File: config.mk
export PLATFORM = sky130hd
export DESIGN_NAME = uart_tx_arbiter_flat
export DESIGN_NICKNAME = d
export VERILOG_FILES = /design/src/rtl/uart_tx_arbiter_pkg.sv /design/src/rtl/uart_tx_arbiter_if.sv /design/src/rtl/uart_tx_arbiter_rr_pick.sv /design/src/rtl/uart_tx_arbiter.sv /design/src/flat_wrapper.sv
export SDC_FILE = /design/constraint.sdc
export NUM_CORES = 1
export LEC_CHECK = 0
export BUFFER_PORTS_ARGS = -buffer_cell sky130_fd_sc_hd__buf_2
export CAP_MARGIN = 20
export CORE_UTILIZATION = 30
export CTS_CLUSTER_SIZE = 25
export DETAILED_ROUTE_END_ITERATION = 16
export GPL_TIMING_DRIVEN = 0
export HOLD_SLACK_MARGIN = 0.06
export SYNTH_ARGS = -nofsm -noshare
export SYNTH_HDL_FRONTEND = slang
export SYNTH_SLANG_ARGS = --single-unit
File: constraint.sdc
create_clock -name clk -period 3.12 [get_ports clk]
set_input_delay 0.468 -clock clk [delete_from_list [all_inputs] [get_ports clk]]
set_output_delay 0.468 -clock clk [all_outputs]
set_load 0.02 [all_outputs]
File: src/rtl/uart_tx_arbiter_pkg.sv
// Shared types and constants for the UART transmit arbiter.
// The prefix states exist only when UART_ARB_PREFIX_EN is defined.
package uart_arb_pkg;

  localparam int         IDLE_CNT_W  = 16;
  localparam logic [7:0] ASCII_LF    = 8'h0A;
  localparam logic [7:0] ASCII_COLON = 8'h3A;
  localparam logic [7:0] ASCII_ZERO  = 8'h30;

  typedef enum logic [1:0] {
    ST_IDLE      = 2'd0,
    ST_STREAM    = 2'd1
`ifdef UART_ARB_PREFIX_EN
    ,
    ST_PFX_ID    = 2'd2,
    ST_PFX_COLON = 2'd3
`endif
  } arb_state_e;

endpackage

File: src/rtl/uart_tx_arbiter_if.sv
// UART transmit FIFO write port: the arbiter drives data/strobe, the FIFO returns full.
interface uart_tx_arbiter_if;

  logic [31:0] uart_wdata;
  logic        uart_we;
  logic        uart_full;

  modport master (output uart_wdata, output uart_we, input uart_full);
  modport slave  (input uart_wdata, input uart_we, output uart_full);

endinterface

File: src/rtl/uart_tx_arbiter_rr_pick.sv
// Rotated priority encoder: first set request at or after start, wrapping modulo NREQ.
module rr_pick #(
  parameter int NREQ = 4,
  parameter int IDW  = $clog2(NREQ)
) (
  input  logic [NREQ-1:0] req,
  input  logic [IDW-1:0]  start,
  output logic            valid,
  output logic [IDW-1:0]  idx
);

  logic [IDW-1:0] cand_s;

  // Scan from the farthest slot back to start so the nearest hit is written last.
  always_comb begin
    valid  = 1'b0;
    idx    = '0;
    cand_s = '0;
    for (int k = NREQ - 1; k >= 0; k--) begin
      cand_s = IDW'((int'(start) + k) % NREQ);
      valid  = req[cand_s] ? 1'b1   : valid;
      idx    = req[cand_s] ? cand_s : idx;
    end
  end

endmodule

File: src/rtl/uart_tx_arbiter.sv
// Line-granular round-robin arbiter in front of the UART transmit FIFO write port.
// Define UART_ARB_PREFIX_EN to emit "<id>:" ahead of every granted line.
module uart_tx_arbiter
  import uart_arb_pkg::*;
#(
  parameter int NREQ    = 4,
  parameter int TIMEOUT = 1023,
  parameter int IDW     = $clog2(NREQ)
) (
  input  logic                  clk,
  input  logic                  rst,
  input  logic [NREQ-1:0]       req_valid,
  input  logic [8*NREQ-1:0]     req_data,
  output logic [NREQ-1:0]       req_ready,
  output logic [IDW-1:0]        grant_id,
  output logic                  busy,
  uart_tx_arbiter_if.master     bus
);

  arb_state_e            state_q;
  logic [IDW-1:0]        grant_id_q;
  logic [IDW-1:0]        rr_ptr_q;
  logic [IDLE_CNT_W-1:0] idle_cnt_q;

  logic [7:0]            req_byte_s [NREQ];
  logic [7:0]            sel_byte_s;
  logic                  sel_valid_s;
  logic                  accept_s;
  logic                  pick_valid_s;
  logic [IDW-1:0]        pick_idx_s;
  logic [IDW-1:0]        rr_next_s;
  logic [IDLE_CNT_W-1:0] idle_cnt_d;

  rr_pick #(.NREQ(NREQ), .IDW(IDW)) u_pick (
    .req   (req_valid),
    .start (rr_ptr_q),
    .valid (pick_valid_s),
    .idx   (pick_idx_s)
  );

  // Split the flat data bus into per-requester bytes.
  always_comb begin
    for (int i = 0; i < NREQ; i++) begin
      req_byte_s[i] = req_data[8*i +: 8];
    end
  end

  assign sel_byte_s  = req_byte_s[grant_id_q];
  assign sel_valid_s = req_valid[grant_id_q];
  assign accept_s    = (state_q == ST_STREAM) && sel_valid_s && !bus.uart_full;
  assign rr_next_s   = (grant_id_q == IDW'(NREQ - 1)) ? '0 : grant_id_q + IDW'(1);
  assign idle_cnt_d  = (idle_cnt_q == {IDLE_CNT_W{1'b1}}) ? idle_cnt_q
                                                          : idle_cnt_q + IDLE_CNT_W'(1);
  assign busy        = (state_q != ST_IDLE);
  assign grant_id    = grant_id_q;

  // Write-port mux: grantee bytes in STREAM, generated prefix bytes otherwise.
  always_comb begin
    req_ready      = '0;
    bus.uart_we    = 1'b0;
    bus.uart_wdata = 32'h0000_0000;
    case (state_q)
      ST_STREAM: begin
        req_ready[grant_id_q] = accept_s;
        bus.uart_we           = accept_s;
        bus.uart_wdata        = {24'h00_0000, sel_byte_s};
      end
`ifdef UART_ARB_PREFIX_EN
      ST_PFX_ID: begin
        bus.uart_we    = !bus.uart_full;
        bus.uart_wdata = {24'h00_0000, ASCII_ZERO + 8'(grant_id_q)};
      end
      ST_PFX_COLON: begin
        bus.uart_we    = !bus.uart_full;
        bus.uart_wdata = {24'h00_0000, ASCII_COLON};
      end
`endif
      default: begin
        bus.uart_we = 1'b0;
      end
    endcase
  end

  // Grant FSM, round-robin pointer and idle watchdog.
  always_ff @(posedge clk) begin
    if (rst) begin
      state_q    <= ST_IDLE;
      grant_id_q <= '0;
      rr_ptr_q   <= '0;
      idle_cnt_q <= '0;
    end else begin
      case (state_q)
        ST_IDLE: begin
          if (pick_valid_s) begin
            grant_id_q <= pick_idx_s;
            idle_cnt_q <= '0;
`ifdef UART_ARB_PREFIX_EN
            state_q    <= ST_PFX_ID;
`else
            state_q    <= ST_STREAM;
`endif
          end else begin
            state_q <= ST_IDLE;
          end
        end
`ifdef UART_ARB_PREFIX_EN
        ST_PFX_ID: begin
          state_q <= bus.uart_full ? ST_PFX_ID : ST_PFX_COLON;
        end
        ST_PFX_COLON: begin
          state_q <= bus.uart_full ? ST_PFX_COLON : ST_STREAM;
        end
`endif
        ST_STREAM: begin
          if (accept_s) begin
            idle_cnt_q <= '0;
            if (sel_byte_s == ASCII_LF) begin
              state_q  <= ST_IDLE;
              rr_ptr_q <= rr_next_s;
            end else begin
              state_q  <= ST_STREAM;
            end
          end else if (!sel_valid_s) begin
            // Only a silent grantee ages the watchdog; a full FIFO never does.
            idle_cnt_q <= idle_cnt_d;
            if (idle_cnt_d == IDLE_CNT_W'(TIMEOUT)) begin
              state_q  <= ST_IDLE;
              rr_ptr_q <= rr_next_s;
            end else begin
              state_q  <= ST_STREAM;
            end
          end else begin
            state_q <= ST_STREAM;
          end
        end
        default: begin
          state_q <= ST_IDLE;
        end
      endcase
    end
  end

endmodule

File: src/flat_wrapper.sv
// flat-port wrapper written by rule: the top's interface ports become plain ports
module uart_tx_arbiter_flat import uart_arb_pkg::*;
#(
  parameter int NREQ    = 4,
  parameter int TIMEOUT = 1023,
  parameter int IDW     = $clog2(NREQ)
)
  (clk, rst, req_valid, req_data, req_ready, grant_id, busy, bus_uart_wdata, bus_uart_we, bus_uart_full);
  uart_tx_arbiter_if bus_i ();
  input  logic clk;
  input  logic rst;
  input  logic [NREQ-1:0] req_valid;
  input  logic [8*NREQ-1:0] req_data;
  output logic [NREQ-1:0] req_ready;
  output logic [IDW-1:0] grant_id;
  output logic busy;
  output wire logic [$bits(bus_i.uart_wdata)-1:0] bus_uart_wdata;
  output wire logic [$bits(bus_i.uart_we)-1:0] bus_uart_we;
  input wire logic [$bits(bus_i.uart_full)-1:0] bus_uart_full;
  assign bus_uart_wdata = bus_i.uart_wdata;
  assign bus_uart_we = bus_i.uart_we;
  assign bus_i.uart_full = bus_uart_full;
  uart_tx_arbiter #(.NREQ(NREQ), .TIMEOUT(TIMEOUT), .IDW(IDW)) u_core (.clk(clk), .rst(rst), .req_valid(req_valid), .req_data(req_data), .req_ready(req_ready), .grant_id(grant_id), .busy(busy), .bus(bus_i));
endmodule
==> metrics.txt <==
outcome=completed; EDFF count, synth=0; vias=between 2,000 and 2,500; Slew @ Worst Pin=roughly 0.6 ns; worst vdd ir=between 150 and 200 uV; Post-CTS Setup Inserts=0; Crit path buffers/inverters=0; Final setup viols=0; Area after DPL=2450 um2; Buffers on Ports=54; Layout area overhead=24.9%; later-pin clock latency in the skew report=0.27 ns; post-DR wirelength/cell=approximately 13 um; layout cells sized above 1=0.314; initial antenna violation count=0; Clk pin slew, worst setup/hold paths=0.08 ns; n_diodes=0; min Tclk post-route=2.93 ns; portion of netlist area occupied by mux cells=0.132; f_max=about 0.34 GHz; largest net degree at the start of global routing=12; top-area cell type share of the netlist area=0.210; Synth cell types=48; Rows=29; DRT antenna net count=0; vias per cell=5.02; Die W=~84 um; Area contributors post-synth=dfxtp_1, mux4_2, buf_4; RSZ-0062 raised after global routing=false; CTS root buf=clkbuf_8; reg2reg end=u_core.rr_ptr_q[0]; hpwl dp=between 4 and 5 mm; CP Cell Sequence=ha_1, nand4_2, or4_4, a211o_1, nand3b_4, o41ai_4, mux2_1; family with the most delay on the worst path=simple AND/OR/NAND/NOR gates; Final Max Slew Viols=0; GP Congestion=0.894; first-pass GRT wire length=8.68 mm; Setup Crit Path Kind=reg -> reg; Power per Cell Area=259 nW/um2; largest family of logic cells by synthesized area=simple AND/OR/NAND/NOR gates; fraction of registers with async set/reset=0; Synth Area in Simple Gates=0.274; first drt pass iteration count=4; Avg Cell Area, Syn=8.20 um2; CP max-delay cell=or4_4; core region area=6390 um2; slowest stage delay, CP=0.62 ns; crit start category=flop; # Max-Cap Violations=0; Crit path required time=3.28 ns; Routed WL=~5.2 mm; worst hold-check path type=in -> reg; setup slack, reg-to-reg=0.19 ns; # nets final=370; CTS tree=done; residual DRC count=0; total grt overflow=0; Die Area=~7000 um2; post-route cell area=2500 um2; Seq cells post-synth=21; Initial DRC Count=128; Max-slew headroom=0.595; depth of the most critical reg-to-reg path=7; Seq/Total Area, Yosys=0.210; post-synthesis compound-gate area fraction=0.211; worst r2r src=u_core.idle_cnt_q[0]; fin crit share=0.938; num ports=79; worst-path maximum fanout=6; Synth area leader=dfxtp_1; Place WS=between 0.15 and 0.2 ns; Worst Hold Slack=0.517 ns; Critical Path End Type=flop; Hold Crit Depth=3; final worst setup slack=0.195 ns; clock buffer depth=2; Total Routing Usage GR=0.148; Post-synth top flop=dfxtp_1; Ys Warns=0; fin util=0.391; skew final=0.00407 ns; worst hold path startpoint=rst; CTS H-tree depth=1; initial core utilization=0.313; vias in the first global route=1,797; CTS sink cnt=21; Sum Neg Setup Slack=0 ns; mapped cell area=2000 um2; Post-Synth XOR/XNOR Area=0.0131; Synth Instances=244; cts bufs inserted=3; adder-cell area share of the yosys netlist=0.0313; Die H=~84 um; CTS resizes=0; WHS Endpoint=u_core.rr_ptr_q[1]; Final Hold Vio Count=0; Filler Cell Count=696; crit path DAT=3.09 ns; CTS Hold Bufs=0; leakage power=0.00111 uW
[cell type report]
class                   count  area [um2]  area share
flip-flops and latches     21         420       0.168
multi-input cells         204        1420       0.566
repair buffers             54         270       0.108
clock buffers               4        45.0      0.0180
inverters                   5        18.8     0.00751
plain buffers              37         234      0.0936
well taps                  77        96.3      0.0385
[placed cells by master (no fill, tap or decap), types with 2 or more instances in the layout]
| cell | instances |
|---|---|
| buf_2 | 57 |
| buf_4 | 24 |
| conb_1 | 24 |
| dfxtp_1 | 21 |
| nor2_1 | 19 |
| a21oi_1 | 17 |
| o21ai_0 | 16 |
| and2_1 | 14 |
| nand2_1 | 12 |
| clkbuf_1 | 10 |
| nor3_1 | 10 |
| mux4_2 | 9 |
| nand3_1 | 6 |
| inv_1 | 5 |
| mux2i_1 | 5 |
| nand4_1 | 5 |
| nand2b_1 | 5 |
| a311oi_1 | 5 |
| ha_1 | 5 |
| nor4_1 | 4 |
| or3_1 | 4 |
| a31oi_1 | 4 |
| a211oi_1 | 4 |
| nor2b_1 | 3 |
| nor3b_1 | 3 |
| o31ai_1 | 3 |
| xor2_1 | 3 |
| clkbuf_8 | 3 |
| and4_1 | 2 |
| a41oi_1 | 2 |
| o21a_1 | 2 |
| a22oi_1 | 2 |
[metal layers]
metal  routed length (um)  up-vias  global-route usage
met3                  229        7              0.0208
met1                 2330      933               0.190
met5                    0        -                   0
li1                     -     1030                   -
met2                 2620       50               0.261
met4                   63        0              0.0370
[synth_stat cells, types with 2 or more instances]
| cell | number |
|---|---|
| a211oi_1 | 4 |
| a21oi_1 | 17 |
| a22oi_1 | 2 |
| a311oi_1 | 5 |
| a31oi_1 | 4 |
| a41oi_1 | 2 |
| and2_1 | 14 |
| and4_1 | 2 |
| buf_2 | 3 |
| buf_4 | 24 |
| clkbuf_1 | 9 |
| dfxtp_1 | 21 |
| ha_1 | 5 |
| inv_1 | 5 |
| mux2i_1 | 5 |
| mux4_2 | 9 |
| nand2_1 | 12 |
| nand2b_1 | 5 |
| nand3_1 | 6 |
| nand4_1 | 5 |
| nor2_1 | 19 |
| nor2b_1 | 3 |
| nor3_1 | 10 |
| nor3b_1 | 3 |
| nor4_1 | 4 |
| o21a_1 | 2 |
| o21ai_0 | 16 |
| o31ai_1 | 3 |
| or3_1 | 4 |
| xor2_1 | 3 |
[power by group]
group	leakage, uW	internal (uW)	total (uW)	switching (uW)
clock	0.0000228	91.4	190	98.6
sequential	0.000170	271	275	4.59
combinational	0.000918	80.7	183	103
[state kept, by name, summed over array words and instances (netlist names)]
signal	count
u_core.grant_id	2
u_core.idle_cnt_q	16
u_core.rr_ptr_q	2
u_core.state_q	1
[per-stage QoR]
step,std cells,total power (uW)
2_1_floorplan,267,410
3_3_place_gp,398,464
3_5_place_dp,398,465
4_1_cts,402,654
5_1_grt,402,681
6_report,402,649
[kinds of logic after synthesis]
logic type | after synthesis
and+or+nand+nor | 94
AOI/OAI and AO/OA | 63
buffers and inverters | 42
DFF | 21
muxes | 15
adders and majority gates | 5
xor gates and xnor gates | 3
other | 1
[worst max path at each step]
stage / startpoint / end / slack, ns / cells after the start
2_1_floorplan: u_core.idle_cnt_q[0] / u_core.rr_ptr_q[0] / 0.49 / 7
3_3_place_gp: u_core.idle_cnt_q[0] / u_core.rr_ptr_q[0] / 0.23 / 7
3_5_place_dp: u_core.idle_cnt_q[0] / u_core.rr_ptr_q[0] / 0.20 / 7
4_1_cts: u_core.idle_cnt_q[0] / u_core.rr_ptr_q[0] / 0.19 / 7
5_1_grt: u_core.idle_cnt_q[0] / u_core.rr_ptr_q[0] / 0.009 / 7
6_report: u_core.idle_cnt_q[0] / u_core.rr_ptr_q[0] / 0.19 / 7
[worst reg2reg max path: stages (launching register included)]
cell and delay [ns]:
dfxtp_1 0.42, ha_1 0.31, nand4_2 0.22, or4_4 0.62, a211o_1 0.36, nand3b_4 0.18
o41ai_4 0.36, mux2_1 0.35
Power figures use the tool's default switching activity.
